[src/rtl/sensor_poll_scheduler_if.sv]
// Read-request channel between the poll scheduler and the sensor controller.
// The scheduler (master) offers one request at a time over valid/ready and
// the controller (slave) pulses done once the response frame has gone out.
interface sensor_poll_scheduler_if;
  logic       req_valid;
  logic [7:0] req_addr;
  logic [7:0] req_cmd;
  logic       req_ready;
  logic       done;

  modport master (
    output req_valid, req_addr, req_cmd,
    input  req_ready, done
  );

  modport slave (
    input  req_valid, req_addr, req_cmd,
    output req_ready, done
  );
endinterface

[src/rtl/sensor_poll_scheduler.sv]
// Round-robin poll scheduler for continuous temperature/humidity sensing.
// A 64-entry enable table ({addr, kind}) is walked one entry per cycle. Each
// hit becomes a single read request to the sensor controller. After the
// controller's done pulse, a hold-off timer keeps the shared sensor bus and
// the TX path idle before the next search starts.
// Optional macro SCHED_TIMEOUT_EN adds a WAIT_DONE watchdog. When it expires,
// the stuck entry is disabled and timeout_err pulses.
//
// state     | meaning
// ----------+-----------------------------------------------------------
// IDLE      | no enabled entries, waiting for active_count != 0
// SEARCH    | testing the table entry at ptr, one per cycle
// ISSUE     | req_valid high, waiting for req_ready
// WAIT_DONE | request accepted, waiting for the controller's done pulse
// HOLDOFF   | down-counting SLOT_CYCLES before the next search
module sensor_poll_scheduler #(
  parameter int NUM_SENSORS    = 32,
  parameter int SLOT_CYCLES    = 130000000,
  parameter int TIMEOUT_CYCLES = 200000000
) (
  input  logic                           clock,
  input  logic                           reset_n,
  input  logic                           cmd_valid,
  input  logic [7:0]                     cmd_code,
  input  logic [7:0]                     cmd_addr,
  output logic                           cmd_ack,
  output logic                           cmd_err,
  sensor_poll_scheduler_if.master        req,
  output logic [6:0]                     active_count,
  output logic                           timeout_err
);

  localparam int         SLOT_W  = $clog2(SLOT_CYCLES + 1);
  localparam logic [8:0] NUM_LIM = 9'(NUM_SENSORS);

  typedef enum logic [2:0] {
    S_IDLE,
    S_SEARCH,
    S_ISSUE,
    S_WAIT_DONE,
    S_HOLDOFF
  } state_t;

  state_t            state_q, state_d;
  logic [63:0]       en_q, en_d;
  logic [5:0]        ptr_q, ptr_d;
  logic [5:0]        miss_q, miss_d;
  logic [SLOT_W-1:0] hold_q, hold_d;
  logic [6:0]        count_q, count_d;
  logic              cmd_ack_q, cmd_ack_d;
  logic              cmd_err_q, cmd_err_d;
  logic              req_valid_q, req_valid_d;
  logic [7:0]        req_addr_q, req_addr_d;
  logic [7:0]        req_cmd_q, req_cmd_d;
  logic              cmd_ok;
  logic [5:0]        cmd_idx;

`ifdef SCHED_TIMEOUT_EN
  localparam int TMO_W = $clog2(TIMEOUT_CYCLES + 1);
  logic [TMO_W-1:0] wd_q, wd_d;
  logic             tmo_q, tmo_d;
`endif

  // Codes 4..7 share the upper bits 000001. Bit 0 selects hum, bit 1 selects stop.
  assign cmd_ok  = (cmd_code[7:2] == 6'd1) && ({1'b0, cmd_addr} < NUM_LIM);
  assign cmd_idx = {cmd_addr[4:0], cmd_code[0]};

  // Popcount of the current bitmap; registered, so it trails the bitmap by one cycle.
  always_comb begin
    count_d = '0;
    for (int i = 0; i < 64; i++) begin
      count_d = count_d + 7'(en_q[i]);
    end
  end

  // Next-state logic: the command port is served in every state, then the FSM step runs.
  always_comb begin
    state_d     = state_q;
    en_d        = en_q;
    ptr_d       = ptr_q;
    miss_d      = miss_q;
    hold_d      = hold_q;
    cmd_ack_d   = 1'b0;
    cmd_err_d   = 1'b0;
    req_valid_d = req_valid_q;
    req_addr_d  = req_addr_q;
    req_cmd_d   = req_cmd_q;
`ifdef SCHED_TIMEOUT_EN
    wd_d        = wd_q;
    tmo_d       = 1'b0;
`endif

    if (cmd_valid) begin
      if (cmd_ok) begin
        cmd_ack_d       = 1'b1;
        en_d[cmd_idx]   = ~cmd_code[1];
      end else begin
        cmd_err_d = 1'b1;
      end
    end

    case (state_q)
      S_IDLE: begin
        req_valid_d = 1'b0;
        miss_d      = '0;
        if (count_q != 7'd0) state_d = S_SEARCH;
      end
      S_SEARCH: begin
        if (en_q[ptr_q]) begin
          req_addr_d  = {3'b000, ptr_q[5:1]};
          req_cmd_d   = {7'b0000010, ptr_q[0]};
          req_valid_d = 1'b1;
          miss_d      = '0;
          state_d     = S_ISSUE;
        end else begin
          ptr_d = ptr_q + 6'd1;
          // The 64th consecutive miss means a full lap found nothing enabled.
          if (miss_q == 6'd63) begin
            miss_d  = '0;
            state_d = S_IDLE;
          end else begin
            miss_d = miss_q + 6'd1;
          end
        end
      end
      S_ISSUE: begin
        // A completed handshake takes priority over a stop seen in the same cycle.
        if (req_valid_q && req.req_ready) begin
          req_valid_d = 1'b0;
          state_d     = S_WAIT_DONE;
`ifdef SCHED_TIMEOUT_EN
          wd_d        = TMO_W'(TIMEOUT_CYCLES - 1);
`endif
        end else if (!en_q[ptr_q]) begin
          req_valid_d = 1'b0;
          ptr_d       = ptr_q + 6'd1;
          state_d     = S_SEARCH;
        end
      end
      S_WAIT_DONE: begin
        req_valid_d = 1'b0;
        if (req.done) begin
          ptr_d   = ptr_q + 6'd1;
          hold_d  = SLOT_W'(SLOT_CYCLES - 1);
          state_d = S_HOLDOFF;
`ifdef SCHED_TIMEOUT_EN
        end else if (wd_q == '0) begin
          en_d[ptr_q] = 1'b0;
          tmo_d       = 1'b1;
          ptr_d       = ptr_q + 6'd1;
          hold_d      = SLOT_W'(SLOT_CYCLES - 1);
          state_d     = S_HOLDOFF;
        end else begin
          wd_d = wd_q - TMO_W'(1);
`endif
        end
      end
      S_HOLDOFF: begin
        miss_d = '0;
        if (hold_q == '0) state_d = S_SEARCH;
        else              hold_d  = hold_q - SLOT_W'(1);
      end
      default: state_d = S_IDLE;
    endcase
  end

  // State and output registers with synchronous active-low reset.
  always_ff @(posedge clock) begin
    if (!reset_n) begin
      state_q     <= S_IDLE;
      en_q        <= '0;
      ptr_q       <= '0;
      miss_q      <= '0;
      hold_q      <= '0;
      count_q     <= '0;
      cmd_ack_q   <= 1'b0;
      cmd_err_q   <= 1'b0;
      req_valid_q <= 1'b0;
      req_addr_q  <= '0;
      req_cmd_q   <= '0;
`ifdef SCHED_TIMEOUT_EN
      wd_q        <= '0;
      tmo_q       <= 1'b0;
`endif
    end else begin
      state_q     <= state_d;
      en_q        <= en_d;
      ptr_q       <= ptr_d;
      miss_q      <= miss_d;
      hold_q      <= hold_d;
      count_q     <= count_d;
      cmd_ack_q   <= cmd_ack_d;
      cmd_err_q   <= cmd_err_d;
      req_valid_q <= req_valid_d;
      req_addr_q  <= req_addr_d;
      req_cmd_q   <= req_cmd_d;
`ifdef SCHED_TIMEOUT_EN
      wd_q        <= wd_d;
      tmo_q       <= tmo_d;
`endif
    end
  end

  assign cmd_ack       = cmd_ack_q;
  assign cmd_err       = cmd_err_q;
  assign active_count  = count_q;
  assign req.req_valid = req_valid_q;
  assign req.req_addr  = req_addr_q;
  assign req.req_cmd   = req_cmd_q;

`ifdef SCHED_TIMEOUT_EN
  assign timeout_err = tmo_q;
`else
  assign timeout_err = 1'b0;
`endif

endmodule

[src/flat_wrapper.sv]
// flat-port wrapper written by rule: the top's interface ports become plain ports
module sensor_poll_scheduler_flat 
#(
  parameter int NUM_SENSORS    = 32,
  parameter int SLOT_CYCLES    = 130000000,
  parameter int TIMEOUT_CYCLES = 200000000
)
  (clock, reset_n, cmd_valid, cmd_code, cmd_addr, cmd_ack, cmd_err, active_count, timeout_err, req_req_valid, req_req_addr, req_req_cmd, req_req_ready, req_done);
  sensor_poll_scheduler_if req_i ();
  input  logic clock;
  input  logic reset_n;
  input  logic cmd_valid;
  input  logic [7:0] cmd_code;
  input  logic [7:0] cmd_addr;
  output logic cmd_ack;
  output logic cmd_err;
  output logic [6:0] active_count;
  output logic timeout_err;
  output wire logic [$bits(req_i.req_valid)-1:0] req_req_valid;
  output wire logic [$bits(req_i.req_addr)-1:0] req_req_addr;
  output wire logic [$bits(req_i.req_cmd)-1:0] req_req_cmd;
  input wire logic [$bits(req_i.req_ready)-1:0] req_req_ready;
  input wire logic [$bits(req_i.done)-1:0] req_done;
  assign req_req_valid = req_i.req_valid;
  assign req_req_addr = req_i.req_addr;
  assign req_req_cmd = req_i.req_cmd;
  assign req_i.req_ready = req_req_ready;
  assign req_i.done = req_done;
  sensor_poll_scheduler #(.NUM_SENSORS(NUM_SENSORS), .SLOT_CYCLES(SLOT_CYCLES), .TIMEOUT_CYCLES(TIMEOUT_CYCLES)) u_core (.clock(clock), .reset_n(reset_n), .cmd_valid(cmd_valid), .cmd_code(cmd_code), .cmd_addr(cmd_addr), .cmd_ack(cmd_ack), .cmd_err(cmd_err), .req(req_i), .active_count(active_count), .timeout_err(timeout_err));
endmodule
[config.mk]
export PLATFORM = sky130hd
export DESIGN_NAME = sensor_poll_scheduler_flat
export DESIGN_NICKNAME = d
export VERILOG_FILES = /design/src/rtl/sensor_poll_scheduler_if.sv /design/src/rtl/sensor_poll_scheduler.sv /design/src/flat_wrapper.sv
export SDC_FILE = /design/constraint.sdc
export NUM_CORES = 1
export LEC_CHECK = 0
export ABC_CLOCK_PERIOD_IN_PS = 5400
export CORE_MARGIN = 10
export CORE_UTILIZATION = 50
export DETAILED_ROUTE_END_ITERATION = 8
export PLACE_DENSITY = 0.72
export SYNTH_ARGS = -nofsm -noshare
export SYNTH_HDL_FRONTEND = slang
export SYNTH_SLANG_ARGS = --single-unit
[constraint.sdc]
create_clock -name clock -period 5.4 [get_ports clock]
set_input_delay 1.08 -clock clock [delete_from_list [all_inputs] [get_ports clock]]
set_output_delay 1.08 -clock clock [all_outputs]
set_load 0.02 [all_outputs]
==> results.toml, run 1 <==
[critical_path]
setup.worst_path.class = "register to register"
critical_path.slowest_cell = "fa_1"
start_kind = "register"
critPathTopFamily = "adder cells"
path_common_cell = "fa_1"
cp_num_buf_inv = 3
cp-end-kind = "register"
slowest_delay_ps = 520
crit_required_ps = 5750
path_max_fanout = 2
critical_path.cell_chain = "ha_1 > inv_1 > fa_1 > inv_1 > fa_1 > fa_1 > fa_1 > fa_1 > fa_1 > inv_1 > fa_1 > fa_1 > fa_2 > fa_2 > nor2b_2 > o21ai_1 > nand2b_1 > a21oi_1 > nor2_1 > nor2_1 > nor2_1"
arrival_ps = 6240

[grt]
track_usage = 0.192
grt_pass1_vias = 6078
antenna_found_initial = 0
overflow = 0
grt_first_pass_wirelength_um = 31000
grt_max_degree = 65

[synth]
synth_area_leaders = "dfxtp_1 (33%), fa_1 (14%), nor2_1 (5.9%), inv_1 (5.5%), a21oi_1 (4.3%)"
synth_cell_types = 61
async_reset_ff_frac = 0
synth_top_cell_by_area = "dfxtp_1"
synth_edf_count = 0
syn_area_mm2 = 0.00756
synth-main-ff-cell = "dfxtp_1"
synthTopCellsByCount = "dfxtp_1 (123), nor2_1 (118), inv_1 (111), a21oi_1 (65), fa_1 (54)"
synth_top_area_frac = 0.326
avgSynthCellArea_um2 = 9.00
yosysMostFrequentCell = "dfxtp_1"
netlist_instances = 840
ys_seq_elements = 123
yosysSeqAreaShare = 0.326
yosys_warnings = 0

[drt]
viasPerCell = 5.64
first_pass_iters = 5
routed_wl_um = 18900
vias = 6243
wire_per_inst_um = 17.1
drt_drc_violations_left = 0
ant_nets = 0
drt-initial-drc-count = 517

[floorplanning]
die_y_um = 143
die_x_um = 143
die_area_mm2 = 0.0204
row_count = 44
ios = 48
core_region_area_mm2 = 0.0147
start_util = 0.515

[pwr]
pwr-share-clk = 0.542
p_per_area_mw_per_mm2 = 248
power_frac_seq = 0.411
ir_drop_mv = 0.258
p_sw_uw = 510
p_int_uw = 1730
leakagePower_uw = 0.00342
switching_share = 0.228
pwr-share-comb = 0.047

[timing]
slew_headroom = 0.350
fmax_ghz = 0.170
fin_tns_setup_ps = -2260
post-route-min-period_ps = 5890
layout_setup_ws_ps = -488
rsz0062_at_grt = "yes"
worst-slew-pin-transition_ps = 971
period_share = 1.09
slew_violations = 0
hold_viol = 0
clock_skew_ps = 9.06
setup_viol = 6

[min_path]
hp-class = "register to register"

[placement]
dp_hpwl_um = 13300
place_inst = 1071
port-buffer-count = 37
gp_congestion = 0.913

[final_layout]
diodes = 0
postLayoutCoreUtil = 0.614
areaGrowthSynthToFinish_pct = 19.4
stdcell_count = 1106
fin_nets = 1003
drive_above_1_share = 0.142

[clocking]
clkSinkCount = 123
clk_pin_slew_ps = 60
clockBufferDepth = 2
cts_tree = "done"
cts_root_buf = "clkbuf_16"
cts_made_buffers = 17
hold_buffers = 0
h-tree-depth = 4
clk_latency_ps = 420

[outcome]
violations = "negative setup slack"
outcome = "finished with violations"

[flow_run]
timing.max_cap.violations = 0
[layer usage]
layer  up-vias  share of wire  track usage
li1       3013              -            -
met1      2992           0.43        0.236
met2       204           0.48        0.315
met3        34          0.068       0.0524
met4         0          0.019       0.0679
met5         -              0            0
[cell families after synthesis]
logic type	count (synthesis)	synth area share
buffers and inverters	168	0.0916
other	1	0.000496
AND/OR/NAND/NOR	250	0.164
flip-flops	123	0.326
XOR/XNOR	25	0.0289
multiplexers	27	0.0572
adder cells (fa/ha/maj)	73	0.174
AO/OA/AOI/OAI	173	0.158
[flip-flops by register name (all words and copies together), names as in the netlist, 2 cells and up]
signal,count
u_core.en_q,64
u_core.hold_q,27
u_core.active_count,7
u_core.miss_q,6
u_core.ptr_q,6
u_core.req.req_addr,5
u_core.state_q,3
u_core.req.req_cmd,2
[power by group through the flow]
| stage | Sequential (uW) | Combinational, uW | Clock (uW) |
|---|---|---|---|
| floorplan | 933 | 80.5 | 0 |
| global placement | 938 | 103 | 0 |
| detailed placement | 939 | 103 | 0 |
| CTS | 919 | 104 | 1230 |
| global route | 919 | 114 | 1270 |
| finish | 919 | 106 | 1210 |
[cell type report]
cell class	count	area, um2
fill	1242	5670
multi-input combinational	558	4460
sequential	123	2460
timing repair buffer	97	816
clock buffer	21	480
inverter	112	422
tap	184	230
clock inverter	11	156
[final timing paths]
path,startpoint,end,slack (ps),cells after the start
max,u_core.en_q[0],u_core.active_count[6],-490,21
min,u_core.req.req_cmd[2],u_core.req.req_cmd[2],470,2
max reg2reg,u_core.en_q[0],u_core.active_count[6],-490,21
min reg2reg,u_core.req.req_cmd[2],u_core.req.req_cmd[2],470,2
[timing repair]
item	in CTS	in global routing
setup endpoints to repair	6	6
pin swaps	11	4
gates resized for setup	6	0
setup buffers	1	2
[placed cells by master (no fill, tap or decap), types with 17 or more instances in the layout]
master	n
fa_1	52
ha_1	19
nor2_1	118
nor3_1	18
a21oi_1	64
a211oi_1	37
buf_4	60
clkbuf_16	17
a311oi_1	30
nand2_1	24
inv_1	111
clkdlybuf4s50_1	36
dfxtp_1	121
[tightest hold or removal path, stage by stage (launching register included)]
cell and delay (ps):
dfxtp_1 320, nor2_1 50, nor2_1 70
[through the flow]
| step | hold WS, ps | setup WS, ps | cell area (um2) | power [uW] |
|---|---|---|---|---|
| final | 471 | -488 | 9030 | 2240 |
| after global routing | 513 | -701 | 9030 | 2300 |
| after CTS | 476 | -510 | 9010 | 2250 |
| after detailed placement | 462 | -618 | 8350 | 1040 |
| after global placement | 453 | -525 | 8350 | 1040 |
| after floorplan | 456 | -379 | 7600 | 1010 |
Note: power is estimated with default switching activity, not from simulation.
==> inputs of run 2 (changes only) <==
--- a/config.mk
+++ b/config.mk
@@ -6,10 +6,12 @@
 export NUM_CORES = 1
 export LEC_CHECK = 0
 export ABC_CLOCK_PERIOD_IN_PS = 5400
+export CORE_ASPECT_RATIO = 0.9
 export CORE_MARGIN = 10
 export CORE_UTILIZATION = 50
 export DETAILED_ROUTE_END_ITERATION = 8
 export PLACE_DENSITY = 0.72
+export SLEW_MARGIN = 10
 export SYNTH_ARGS = -nofsm -noshare
 export SYNTH_HDL_FRONTEND = slang
 export SYNTH_SLANG_ARGS = --single-unit
==> results.toml, run 2 (synthesis gave the netlist of run 1 again) <==
[outcome]
outcome = "finished with violations"
violations = "negative setup slack"

[flow_run]
timing.max_cap.violations = 0

[pwr]
leakagePower_uw = 0.00340
p_per_area_mw_per_mm2 = 240
ir_drop_mv = 0.230

[placement]
place_area_mm2 = 0.00838
dp_slack_ps = -615
dp_hpwl_um = 13400
port-buffer-count = 37
gp_congestion = 0.881

[timing]
rsz0062_at_grt = "yes"
post-route-min-period_ps = 6000
hold_viol = 0
slew_headroom = 0.292
holdWs_ps = 492
layout_setup_ws_ps = -597
fmax_ghz = 0.167
worst-slew-pin-transition_ps = 1060
slew_violations = 0
setup_viol = 6
period_share = 1.11
clock_skew_ps = 9.84

[critical_path]
setup.worst_path.class = "register to register"
arrival_ps = 6360
cp-end-kind = "register"
critical_path.cell_chain = "ha_4 > inv_2 > fa_1 > inv_1 > fa_1 > fa_1 > fa_1 > fa_1 > fa_1 > inv_2 > fa_1 > fa_1 > fa_2 > fa_2 > nor2b_2 > o21ai_1 > nand2b_1 > a21oi_1 > nor2_1 > nor2_1 > nor2_1"
path_max_fanout = 2
crit_required_ps = 5760
critPathTopFamily = "adder cells"
start_kind = "register"
path_common_cell = "fa_1"
critical_path.slowest_cell = "fa_1"
cp_num_buf_inv = 3
slowest_delay_ps = 540

[clocking]
h-tree-depth = 4
clk_latency_ps = 420
cts_made_buffers = 17
clkSinkCount = 123
clk_pin_slew_ps = 60
cts_root_buf = "clkbuf_16"
cts_tree = "done"
clockBufferDepth = 2

[final_layout]
diodes = 0
top_register = "u_core.en_q"
layout_commonest_cell = "nor2_1"
n_fill_cell = 1246
areaGrowthSynthToFinish_pct = 19.5
largest_register_ffs = 64
layout_common_cells = "nor2_1 (118), dfxtp_1 (116), inv_1 (105), a21oi_1 (65), buf_4 (60)"
design_area_mm2 = 0.00904
fin_nets = 1004
drive_above_1_share = 0.157

[drt]
drt-initial-drc-count = 466
routed_wl_um = 19600
viasPerCell = 5.59
drt_drc_violations_left = 0
vias = 6261
wire_per_inst_um = 17.5
first_pass_iters = 5
ant_nets = 0

[floorplanning]
die_y_um = 137
core_region_area_mm2 = 0.0148
die_area_mm2 = 0.0205
start_util = 0.512
die_x_um = 150
row_count = 42
ios = 48

[min_path]
hp-class = "register to register"

[grt]
grt_first_pass_wirelength_um = 31900
antenna_found_initial = 0
track_usage = 0.197
grt_pass1_vias = 6103
grt_max_degree = 65
overflow = 0
-- run 2: changes by cell type in the layout (fill, tap and decap cells not counted), sizes merged --
cell / change
clkinv: +2
clkbuf: -4
buf: +1
bufinv: -1
inv: +3
-- run 2: worst min-delay path: stages (launching register included) --
cell and delay, ps:
dfxtp_1 320, nand2b_1 70, a21oi_1 50
-- run 2: timing repair --
item / CTS / global route
setup buffers: 3 / 1
pin swaps: 2 / 5
hold buffers: 0 / 0
endpoints found under the hold margin: 0 / 0
resized for setup: 8 / 11
endpoints found under the setup margin: 6 / 6
-- run 2: stage by stage --
stage          utilization  total power (uW)  std cells  setup TNS (ps)
2_1_floorplan            -              1010        849           -1270
3_3_place_gp         0.567              1040       1085           -2220
3_5_place_dp         0.567              1040       1085           -2580
4_1_cts              0.610              2180       1120           -2600
5_1_grt              0.612              2230       1121           -3830
6_report             0.612              2170       1121           -2690
-- run 2: power by group --
group | internal (uW) | total [uW] | leakage, uW | switching, uW
registers | 911 | 914 | 0.000994 | 3.80
clock network | 687 | 1140 | 0.000283 | 458
logic | 36.2 | 111 | 0.00212 | 74.8
total | 1630 | 2170 | 0.00340 | 536
-- run 2: cell type report --
type | count | area (um2) | area share
multi-input cells | 558 | 4480 | 0.496
flip-flops and latches | 123 | 2470 | 0.273
repair buffers | 98 | 827 | 0.0915
clock buffers | 17 | 425 | 0.0471
inverters | 112 | 422 | 0.0467
well taps | 198 | 248 | 0.0274
clock inverters | 15 | 161 | 0.0179
-- run 2: worst paths after layout --
kind / from / endpoint / slack (ps) / cells past startpoint
max: u_core.en_q[0] / u_core.active_count[6] / -600 / 21
min: u_core.miss_q[1] / u_core.miss_q[1] / 490 / 2
max reg2reg: u_core.en_q[0] / u_core.active_count[6] / -600 / 21
min reg2reg: u_core.miss_q[1] / u_core.miss_q[1] / 490 / 2
-- run 2: routing by layer --
metal / routed length, um / up-vias / GRT usage
li1: - / 3020 / -
met2: 9070 / 198 / 0.308
met5: 0 / - / 0
met1: 8570 / 3022 / 0.253
met3: 1700 / 21 / 0.0670
met4: 268 / 0 / 0.0566
==> RTL edit 1: new RTL, flow settings as in run 1 <==
Register the output `active_count` once more; this adds one clock of latency there. The other outputs are not delayed to match.
--- a/src/rtl/sensor_poll_scheduler.sv
+++ b/src/rtl/sensor_poll_scheduler.sv
@@ -204,5 +204,7 @@
   assign cmd_ack       = cmd_ack_q;
   assign cmd_err       = cmd_err_q;
-  assign active_count  = count_q;
+  always_ff @(posedge clock) begin
+    active_count <= count_q;
+  end
   assign req.req_valid = req_valid_q;
   assign req.req_addr  = req_addr_q;
Formal check against the unedited RTL: not equivalent (Yosys sat finds a counterexample within 4 cycles, from zero or initial values and one cycle with reset_n low).
==> RTL edit 1 against run 1 <==
  * The run still ends with setup timing left
  * Highest routed layer unchanged
  * Worst setup slack worse by 0.050 ns
  * Largest power group unchanged
  * Combinational power up 9%
  * Synthesized area up 3.0%
  * Sequential power up 5.7%
  * Wire length up 3.2%
  * Design area up 2.4%
  * Clock skew up 0.0045 ns
  * Maximum frequency down 0.84%
  * Power up 1.7%
  * Core utilization down 0.83 points
  * Critical path type unchanged
  * Sequential cell count up 7
==> RTL edit 1: results (changes against run 1) <==
Worst R2R Path Depth - 21 (unchanged)
top cells by area, synth - dfxtp_1, fa_1, nor2_1 (unchanged)
DR vias - 6,314 (was 6,243)
CTS Buf Count - 17 (unchanged)
latest clock arrival within the worst-skew pair - 0.43 ns
Peak VDD IR - 0.000253 V (was 0.000258 V)
vias in the first global route - 6,073 (was 6,078)
r2r setup slk - -0.54 ns (was -0.49 ns)
Arr. time, crit path - 6.29 ns (was 6.24 ns)
CP Capture Type - register (unchanged)
Ant. Diodes - 0 (unchanged)
sequential-to-total area share from yosys stat - 33.4% (was 32.6%)
Routed WL - 19.6 mm (was 18.9 mm)
slowest cell on the critical path - fa_2 (was fa_1)
outcome - complete, but fails checks (unchanged)
Worst-path clk slew - 0.06 ns (about the same)
number of DRC markers in iteration 0 - 536 (was 517)
LEAKAGE - 3.55 nW (was 3.42 nW)
largest net degree at the start of global routing - 65 (unchanged)
HPWL after detailed placement - 13.8 mm (was 13.3 mm)
CP Launch Point - u_core.en_q[1]$_SDFFE_PN0P_ (was u_core.en_q[0]$_SDFFE_PN0P_)
worst-path fanout max - 2 (unchanged)
hold_sp - u_core.count_q[5]$_SDFF_PN0_ (was u_core.req.req_cmd[2]$_SDFFE_PN0P_)
Worst Hold Path Cells - 0 (was 2)
PostCTS Resize Cnt - 11 (was 6)
setup violators final - 6 (unchanged)
Synth top cells by count - dfxtp_1, nor2_1, inv_1 (unchanged)
Placement Setup Slack - -0.624 ns (was -0.618 ns)
Nets - 1,007 (was 1,003)
Worst Setup Slack, final - -0.538 ns (was -0.488 ns)
reg2reg end - u_core.count_q[6]$_SDFF_PN0_ (was u_core.active_count[6]$_SDFF_PN0_)
H-tree depth - 4 (unchanged)
GRT Overall Usage - 19.2% (about the same)
root buffer cell - clkbuf_16 (unchanged)
yosys warns - 0 (unchanged)
share of post-route cells with drive strength above 1 - 15.7% (was 14.2%)
Worst Tran Pin Value - 1.08 ns (was 0.971 ns)
Worst path max stage delay - 0.53 ns
post-synthesis cell type count - 68 (was 61)
setup bufs post-CTS - 0 (was 1)
Worst Skew - 0.0135 ns (was 0.00906 ns)
Power Internal - 1.74 mW (was 1.73 mW)
initial antenna violation count - 0 (unchanged)
failing checks - setup timing (unchanged)
gpl congestion - 0.924 (was 0.913)
DR pass1 iterations - 5 (unchanged)
first-pass GRT wire length - 31.4 mm (was 31.0 mm)
Clock Path Buffers - 2 (unchanged)
# port buffers - 37 (unchanged)
largest registers - u_core.en_q x64, u_core.hold_q x27
Async S/R FF share, synth - 0% (unchanged)
class of the worst hold path - reg2reg (unchanged)
delay-heaviest family, CP - adder cells (unchanged)
[RTL edit 1: changes by cell type in the layout (fill, tap and decap cells not counted), sizes merged, moves of 7 or more]
| cell | delta |
|---|---|
| o21ai | -8 |
| a311oi | +7 |
| dfxtp | +7 |
| xor2 | -12 |
| mux2i | +9 |
| a21oi | -9 |
| xnor2 | +11 |
[RTL edit 1: worst reg2reg max path, stage by stage, from the launching register on]
cell and delay [ns]:
dfxtp_2 0.33, ha_4 0.26, inv_2 0.03, fa_1 0.48, inv_2 0.04, fa_2 0.53, fa_1 0.43, fa_1 0.52
fa_1 0.44, fa_1 0.50, inv_1 0.05, fa_1 0.51, fa_1 0.44, fa_2 0.37, fa_2 0.35, nor2b_2 0.15
o21ai_2 0.06, nand2b_1 0.10, a21oi_1 0.08, nor2_1 0.08, nor2_1 0.04, nor2_1 0.07
[RTL edit 1: power groups by stage]
stage | clock, mW | combinational (mW) | sequential, mW
finish | 1.19 | 0.116 | 0.971
CTS | 1.20 | 0.114 | 0.971
floorplan | 0 | 0.0912 | 0.985
detailed placement | 0 | 0.114 | 0.992
global placement | 0 | 0.113 | 0.992
global route | 1.25 | 0.124 | 0.972
[RTL edit 1: routing by layer]
metal	vias to the layer above	GRT usage (%)	part of all wire [%]
li1	3045	-	-
met1	2995	25.2	44
met2	244	29.8	46
met3	30	5.41	7.9
met4	0	6.49	1.9
met5	-	0	0
[RTL edit 1: worst min-delay path by stage]
stage	end	slack, ns
floorplan	u_core.active_count[0]$_DFF_P_	0.33
global placement	u_core.active_count[2]$_DFF_P_	0.34
detailed placement	u_core.active_count[0]$_DFF_P_	0.34
CTS	u_core.active_count[4]$_DFF_P_	0.36
global route	u_core.active_count[4]$_DFF_P_	0.36
finish	u_core.active_count[5]$_DFF_P_	0.35
[RTL edit 1: kinds of logic after synthesis]
kind of cell / after synthesis / synth area share, %
flip-flops: 130 / 33.4
AND/OR/NAND/NOR: 252 / 16.4
other: 1 / 0.0481
buffers and inverters: 168 / 9.04
XOR/XNOR: 24 / 2.70
AO/OA/AOI/OAI: 166 / 14.9
adder cells (fa/ha/maj): 73 / 16.9
multiplexers: 36 / 6.57
[RTL edit 1: layout make-up]
cell class	count	area (µm²)
multi-input combinational	561	4560
fill	1264	6010
clock inverter	14	176
tap	211	264
timing repair buffer	96	808
inverter	107	402
sequential	130	2610
clock buffer	18	429
[RTL edit 1: per-stage QoR]
step | TNS, ns | cells | hold WS [ns] | area [µm²]
floorplan | -1.27 | 859 | 0.331 | 7830
CTS | -2.09 | 1137 | 0.355 | 9230
global placement | -2.16 | 1105 | 0.337 | 8600
finish | -2.31 | 1137 | 0.354 | 9250
detailed placement | -2.71 | 1105 | 0.341 | 8600
global route | -3.38 | 1137 | 0.357 | 9250
==> RTL edit 2: new RTL, config.mk and constraints of run 1 <==
Made on the original files. `NUM_SENSORS` is set to 32 in 2 places; all go to 16.
--- a/src/rtl/sensor_poll_scheduler.sv
+++ b/src/rtl/sensor_poll_scheduler.sv
@@ -15,5 +15,5 @@
 // HOLDOFF   | down-counting SLOT_CYCLES before the next search
 module sensor_poll_scheduler #(
-  parameter int NUM_SENSORS    = 32,
+  parameter int NUM_SENSORS    = 16,
   parameter int SLOT_CYCLES    = 130000000,
   parameter int TIMEOUT_CYCLES = 200000000
--- a/src/flat_wrapper.sv
+++ b/src/flat_wrapper.sv
@@ -2,5 +2,5 @@
 module sensor_poll_scheduler_flat 
 #(
-  parameter int NUM_SENSORS    = 32,
+  parameter int NUM_SENSORS    = 16,
   parameter int SLOT_CYCLES    = 130000000,
   parameter int TIMEOUT_CYCLES = 200000000
Function: changed (Yosys sat finds a counterexample within 4 cycles, from zero or initial values and one cycle with reset_n low).
==> RTL edit 2 against run 1 <==
  * The run still ends with setup timing left
  * Design area shrank 6.2%
  * Synthesized area shrank 5.6%
  * Power shrank 6.9%
  * Sequential cell count is the same
  * Wire length shrank 11%
  * Cell count shrank 8.2%
  * Worst setup slack lost 0.055 ns
  * Non-clock buffer count shrank 23
  * Global-route usage shrank 1.9 points
  * Highest routed layer unchanged
==> RTL edit 2: results (changes against run 1) <==
Nets - 916 (was 1,003)
FF+latch area - 2470 µm² (was 2460 µm²)
met2 Usage GRT - 29.9% (was 31.5%)
Worst Skew - 0.00755 ns (was 0.00906 ns)
post-synthesis cell type count - 63 (was 61)
Relative slew margins - 22.4% (was 35.0%)
Post-Place Cells - 980 (was 1,071)
outcome - complete, but fails checks (unchanged)
fill count - 1,131 (was 1,242)
DR WL met3 - 784 µm (was 1.29 mm)
met3 Resource Use GR - 4.39% (was 5.24%)
setup violators final - 6 (unchanged)
Core ar. - 13,900 µm² (was 14,700 µm²)
Synth top cells by count - dfxtp_1, nor2_1, inv_1 (unchanged)
Worst Setup Slack, final - -0.543 ns (was -0.488 ns)
WHS Endpoint - u_core.en_q[36]$_SDFFE_PN0P_ (was u_core.req.req_cmd[2]$_SDFFE_PN0P_)
Synth Area in Compound Gates - 11.8% (was 15.8%)
Placement Setup Slack - -0.567 ns (was -0.618 ns)
first-pass GRT wire length - 27.6 mm (was 31.0 mm)
Clock Path Buffers - 2 (unchanged)
M1 WL - 7.08 mm (was 8.17 mm)
number of DRC markers in iteration 0 - 324 (was 517)
Peak VDD IR - 0.000223 V (was 0.000258 V)
LEAKAGE - 3.33 nW (was 3.42 nW)
setup bufs post-CTS - 2 (was 1)
Worst path max stage delay - 0.56 ns (was 0.52 ns)
Power per Cell Area - 246 nW/µm² (was 248 nW/µm²)
failing checks - setup timing (unchanged)
final hold slack - 0.455 ns (was 0.471 ns)
Worst R2R Path Depth - 18 (was 21)
Met2 Wirelength - 8.62 mm (was 9.11 mm)
Routed WL - 16.8 mm (was 18.9 mm)
class of the worst hold path - reg2reg (unchanged)
placed inst area - 7810 µm² (was 8350 µm²)
Via density - 5.50 (was 5.64)
share of post-route cells with drive strength above 1 - 16.0% (was 14.2%)
WL/cell - 16.5 µm (was 17.1 µm)
hold_sp - u_core.en_q[36]$_SDFFE_PN0P_ (was u_core.req.req_cmd[2]$_SDFFE_PN0P_)
PostCTS Resize Cnt - 16 (was 6)
xor and xnor area share after synthesis - 2.08% (was 2.89%)
FF-to-FF Start - u_core.en_q[1]$_SDFFE_PN0P_ (was u_core.en_q[0]$_SDFFE_PN0P_)
Fin Setup TNS - -2.26 ns (about the same)
yosys warns - 0 (unchanged)
vias in the first global route - 5,701 (was 6,078)
HPWL after detailed placement - 12.0 mm (was 13.3 mm)
DR pass1 iterations - 5 (unchanged)
met1 usage - 20.2% (was 23.6%)
mux share of post-synthesis cell area - 6.81% (was 5.72%)
GRT Overall Usage - 17.3% (was 19.2%)
# port buffers - 37 (unchanged)
largest net degree at the start of global routing - 60 (was 65)
sequential-to-total area share from yosys stat - 34.5% (was 32.6%)
gpl congestion - 0.863 (was 0.913)
sw frac - 21.9% (was 22.8%)
combinational share of power - 2.7% (was 4.7%)
clock share of power - 53.7% (was 54.2%)
Post-Synth Adder-Cell Area - 18.5% (was 17.4%)
top cells by area, synth - dfxtp_1, fa_1, nor2_1 (unchanged)
Async S/R FF share, synth - 0% (unchanged)
-- RTL edit 2: changes by cell type in the layout (fill, tap and decap cells not counted), moves of 8 or more --
cell	delta
nor3_1	-9
inv_2	+11
a211oi_1	-8
fa_2	+9
fa_1	-9
mux2_2	+9
a21oi_1	-32
a311oi_1	-25
buf_4	-23
inv_1	-27
nor2_1	-14
and2_1	+15
-- RTL edit 2: worst min-delay path, stage by stage (launching register included) --
cell and delay [ns]:
dfxtp_2 0.32, inv_2 0.06, nor2_1 0.04
-- RTL edit 2: layout make-up --
cell class / count / share of cell area (%)
multi-input cells: 511 / 49.5
flip-flops and latches: 123 / 29.1
repair buffers: 74 / 7.65
clock buffers: 21 / 5.43
inverters: 95 / 4.21
well taps: 180 / 2.66
clock inverters: 11 / 1.40
